File: src/rtl/mips32_prog_loader.sv
// Host loader for pipe_MIPS32: loads memory from a command stream, runs the core until HALTED, dumps a memory window.
// Latency: each LOAD word is written in its accept cycle; a DUMP returns one word per 3 cycles at best.
// Backpressure: in_ready is high only in IDLE/LOAD; a dump word stays on out_valid/out_data until out_ready.
module mips32_prog_loader #(
  parameter int AW = 10,
  parameter int DW = 32
) (
  input  logic          clk1,
  input  logic          rst,
  input  logic          in_valid,
  output logic          in_ready,
  input  logic [DW-1:0] in_data,
  output logic          mem_we,
  output logic          mem_re,
  output logic [AW-1:0] mem_addr,
  output logic [DW-1:0] mem_wdata,
  input  logic [DW-1:0] mem_rdata,
  output logic          core_run,
  input  logic          core_halted,
  output logic          out_valid,
  input  logic          out_ready,
  output logic [DW-1:0] out_data,
  output logic          busy,
  output logic          err
);

  typedef enum logic [2:0] {
    S_IDLE      = 3'd0,
    S_LOAD      = 3'd1,
    S_RUN       = 3'd2,
    S_DUMP_RD   = 3'd3,
    S_DUMP_WAIT = 3'd4,
    S_DUMP_OUT  = 3'd5
  } state_t;

  localparam logic [1:0] CMD_LOAD = 2'b01;
  localparam logic [1:0] CMD_RUN  = 2'b10;
  localparam logic [1:0] CMD_DUMP = 2'b11;

  state_t        state;
  logic [AW-1:0] ptr;
  logic [13:0]   remaining;
  logic          run_first;

  logic [1:0]    hdr_cmd;
  logic [13:0]   hdr_count;
  logic [15:0]   hdr_base;
  logic          base_ok;

  assign hdr_cmd   = in_data[31:30];
  assign hdr_count = in_data[29:16];
  assign hdr_base  = in_data[15:0];
  assign base_ok   = (hdr_base >> AW) == 16'd0;

  // Memory strobes are masked by rst so an abort never lands one more access.
  assign in_ready  = !rst && (state == S_IDLE || state == S_LOAD);
  assign mem_we    = !rst && (state == S_LOAD) && in_valid;
  assign mem_re    = !rst && (state == S_DUMP_RD);
  assign mem_addr  = ptr;
  assign mem_wdata = in_data;
  assign busy      = (state != S_IDLE);

  always_ff @(posedge clk1) begin
    if (rst) begin
      state     <= S_IDLE;
      ptr       <= '0;
      remaining <= '0;
      run_first <= 1'b0;
      core_run  <= 1'b0;
      out_valid <= 1'b0;
      out_data  <= '0;
      err       <= 1'b0;
    end else begin
      case (state)
        S_IDLE: begin
          if (in_valid) begin
            if (hdr_cmd == CMD_RUN) begin
              state     <= S_RUN;
              core_run  <= 1'b1;
              run_first <= 1'b1;
            end else if (hdr_cmd == 2'b00 || !base_ok) begin
              err <= 1'b1;
            end else if (hdr_count != 14'd0) begin
              ptr       <= hdr_base[AW-1:0];
              remaining <= hdr_count;
              state     <= (hdr_cmd == CMD_LOAD) ? S_LOAD : S_DUMP_RD;
            end
          end
        end
        S_LOAD: begin
          if (in_valid) begin
            ptr       <= ptr + 1'b1;
            remaining <= remaining - 1'b1;
            if (remaining == 14'd1) state <= S_IDLE;
          end
        end
        S_RUN: begin
          // The core clears HALTED on start, so the first RUN cycle's flag is stale.
          run_first <= 1'b0;
          if (!run_first && core_halted) begin
            core_run <= 1'b0;
            state    <= S_IDLE;
          end
        end
        S_DUMP_RD: state <= S_DUMP_WAIT;
        S_DUMP_WAIT: begin
          out_data  <= mem_rdata;
          out_valid <= 1'b1;
          state     <= S_DUMP_OUT;
        end
        S_DUMP_OUT: begin
          if (out_ready) begin
            out_valid <= 1'b0;
            ptr       <= ptr + 1'b1;
            remaining <= remaining - 1'b1;
            state     <= (remaining == 14'd1) ? S_IDLE : S_DUMP_RD;
          end
        end
        default: state <= S_IDLE;
      endcase
    end
  end

endmodule

File: config.mk
export PLATFORM = sky130hd
export DESIGN_NAME = mips32_prog_loader
export DESIGN_NICKNAME = d
export VERILOG_FILES = /design/src/rtl/mips32_prog_loader.sv
export SDC_FILE = /design/constraint.sdc
export NUM_CORES = 1
export LEC_CHECK = 0
export CELL_PAD_IN_SITES_DETAIL_PLACEMENT = 1
export CELL_PAD_IN_SITES_GLOBAL_PLACEMENT = 1
export CORE_AREA = 5 5 114 116
export CTS_CLUSTER_DIAMETER = 120
export CTS_CLUSTER_SIZE = 40
export DETAILED_ROUTE_END_ITERATION = 10
export DIE_AREA = 0 0 119 121
export PLACE_DENSITY = 0.87
export RECOVER_POWER = 25
export SYNTH_ARGS = -nofsm -noshare
export SYNTH_HDL_FRONTEND = slang
export SYNTH_SLANG_ARGS = --single-unit
export TNS_END_PERCENT = 50
File: constraint.sdc
create_clock -name clk1 -period 2.1 [get_ports clk1]
set_input_delay 0.315 -clock clk1 [delete_from_list [all_inputs] [get_ports clk1]]
set_output_delay 0.315 -clock clk1 [all_outputs]
set_load 0.02 [all_outputs]
==> results by group <==
Global routing
  – Met2 Usage GRT: 32.3%
  – GRT Util Overall: 17.0%
  – Met1 Use GR: 18.8%
  – M3 GR Usage: 2.98%
  – Initial antenna violation count: 0
  – First-pass GRT wire length: 20.0 mm
  – Largest net degree at the start of global routing: 34
  – Number of global-route vias before repair: 3894
  – Total gr overflow: 0
  – Grt peak-use layer: met2

Floorplanning
  – Starting density of the core: 29.4%
  – Placement Rows: 40
  – Die area: 14400 um^2
  – Die Y: 121 um
  – Core area: 11800 um^2
  – Die Wd: 119 um
  – I/O pins: 150

Logic synthesis
  – Cell Area, Synth: 3470 um^2
  – Seq/Total Area, Yosys: 36.4%
  – Largest cells by area after synthesis: dfxtp_1, nand2_1, a21oi_1, buf_4, a21oi_2
  – Synth unique cells: 57
  – Synth top cells by count: nand2_1, dfxtp_1, a21oi_1
  – Primary FF master, synth: dfxtp_1
  – Synthesis-stage register bit count: 63
  – Most frequent cell after synthesis: nand2_1
  – Post-synth top area share: 36.4%
  – Mapped Cells: 436
  – Avg Inst Size Synth: 7.95 um^2
  – Yosys top cell by area: dfxtp_1
  – Post-synth ARST share: 0%
  – Synthesized net count: 508
  – EDFF count, synth: 0
  – Yosys warning count: 0

Power and ir drop
  – P_sw: 1320 uW
  – Clock power frac: 36.3%
  – Cell internal pwr: 2820 uW
  – Worst IR Drop VDD: 358 uV
  – Sequential share of power: 33.1%
  – PwrDens: 775 nW/um^2
  – Comb pwr share: 30.6%
  – Pleak: 0.00198 uW
  – Sw Share: 31.9%

STA
  – Fin. max-slew vios: 0
  – Part of the cycle the worst path needs: 96.5%
  – Hold WS: 0.267 ns
  – Max transition margin: 54.8%
  – Count of final setup violators: 0
  – Max Clock Skew: 0.00776 ns
  – Final hold vios: 0
  – Worst Tran Pin Value: 0.678 ns
  – Clock period minus worst slack: 2.03 ns
  – Fmax: 0.494 GHz

Clock network
  – TritonCTS buffer count: 9
  – Clock Latency Late Sink: 0.32 ns
  – Clk sinks: 63
  – Clk root buf: clkbuf_16
  – CTS max path bufs: 2
  – Hold_buf cts: 0
  – CTS tree: built
  – H-tree depth: 3
  – Clk slew on worst S/H paths: 0.06 ns

Run
  – Max Cap Viol: 0

Setup path
  – Worst flop-to-flop path startpoint: state[1]
  – WP data arrival: 2.27 ns
  – Worst setup path class: in -> reg
  – Reg2reg end: mem_addr[0]
  – Worst reg2reg path depth: 7
  – CP Launch Type: input port
  – Critical path capture point type: register
  – CP Capture Point: mem_addr[0]
  – Worst-path maximum fanout: 11
  – CP required: 2.34 ns
  – CP max stage delay: 0.44 ns
  – Critical path origin: in_data[10]
  – CP most frequent cell: buf_12
  – R2r setup slk: 0.23 ns
  – Slowest cell on crit path: clkdlybuf4s50_1
  – Cell Chain, Critical Path: clkdlybuf4s50_1 > nor4_2 > a31o_4 > o2111ai_4 > buf_12 > buf_12 > or3_1 > a31oi_1

Finish
  – NumNets Final: 639
  – # fillers: 1409
  – Layout cells sized above 1: 15.2%
  – Antenna diodes: 0
  – Design Area, Final: 5340 um^2
  – Layout area overhead: 53.9%
  – Non-filler instance count after layout: 718

Routing
  – Vias per inst: 5.07
  – Initial DRC count: 171
  – Antenna viol nets, final: 0
  – DRC Markers: 0
  – Wire per inst: 17.7 um
  – Vias: 3638
  – WL final: 12.7 mm
  – First drt pass iteration count: 4

Worst hold path
  – Hold crit path type: in -> reg

Place
  – Cell total after placement: 702
  – IO buf count: 149
  – Detail Placement HPWL: 9.80 mm
  – DP Area: 4980 um^2
  – Routability congestion estimate: 0.836

Outcome
  – Status: finished, final reports clean
==> kinds of logic (layout without fill, tap and decap cells) <==
| family | count (synthesis) | count (layout) | synth area share [%] |
|---|---|---|---|
| AND/OR/NAND/NOR | 174 | 174 | 22.3 |
| AO/OA/AOI/OAI | 124 | 124 | 26.7 |
| buffers and inverters | 67 | 202 | 12.3 |
| flip-flops | 63 | 63 | 36.4 |
| XOR/XNOR | 5 | 5 | 1.26 |
| adder cells (fa/ha/maj) | 3 | 3 | 1.08 |
==> cells in the final DEF, fill, tap and decap left out, types with 6 or more instances in the layout <==
master / instances
a21oi_1: 50
a21oi_2: 15
buf_4: 27
clkbuf_16: 9
clkdlybuf4s50_1: 118
dfxtp_1: 62
dlygate4sd3_1: 27
inv_1: 7
nand2_1: 105
nand3_1: 10
nor2_1: 21
nor3_1: 6
o21ai_2: 8
==> worst max-delay path, delay by kind of cell <==
| kind | cells | cell delay (ns) |
|---|---|---|
| buffers and inverters | 3 | 0.74 |
| AND/OR/NAND/NOR | 2 | 0.67 |
| AO/OA/AOI/OAI | 3 | 0.54 |
==> through the flow <==
step	power (uW)	setup TNS (ns)	setup slack, ns	util, %
CTS	4140	0	0.00633	44.8
detailed placement	2630	-9.43	-0.452	42.1
finish	4140	0	0.0743	45.2
floorplan	2170	0	0.335	-
global route	4320	-0.00198	-0.00198	45.2
global placement	2580	-10.30	-0.444	42.1
==> area by class of cell <==
type	instances	area, um^2	area share, %
clock inverter	3	42.5	0.797
sequential	63	1260	23.7
clock buffer	12	256	4.81
inverter	7	26.3	0.492
tap	147	184	3.45
multi-input combinational	306	1820	34.2
timing repair buffer	180	1740	32.6
==> how the worst min path moves through the flow <==
stage	start	to	slack [ns]	cells past startpoint
after floorplan	run_first	run_first	0.43	2
after CTS	rst	run_first	0.27	2
after global routing	rst	err	0.29	2
after detailed placement	out_data[24]	out_data[24]	0.45	2
after global placement	run_first	run_first	0.44	2
final	rst	run_first	0.27	2
==> per-layer routing <==
layer  share of wire (%)  up-vias
met2                  54      100
met3                 4.0       25
met1                  39     1744
met5                   0        -
met4                 2.6        0
li1                    -     1769
==> registers in the layout (all words and copies together) (netlist names) <==
signal and flops:
out_data 32, run_first 1, remaining 14, err 1
core_run 1, mem_addr 10, out_valid 1, state 3
==> power by group through the flow <==
stage                     clock network, uW  registers (uW)  logic [uW]
after floorplan                           0            1400         769
after global placement                    0            1380        1200
after detailed placement                  0            1390        1240
after CTS                              1510            1370        1260
after global routing                   1580            1380        1360
final                                  1500            1370        1270
==> timing repair <==
item | CTS | global route
setup buffers | 0 | 1
pin swaps | 0 | 2
setup endpoints to repair | 25 | 17
resized for setup | 5 | 5
No activity file was read; power rests on OpenSTA's default activity.
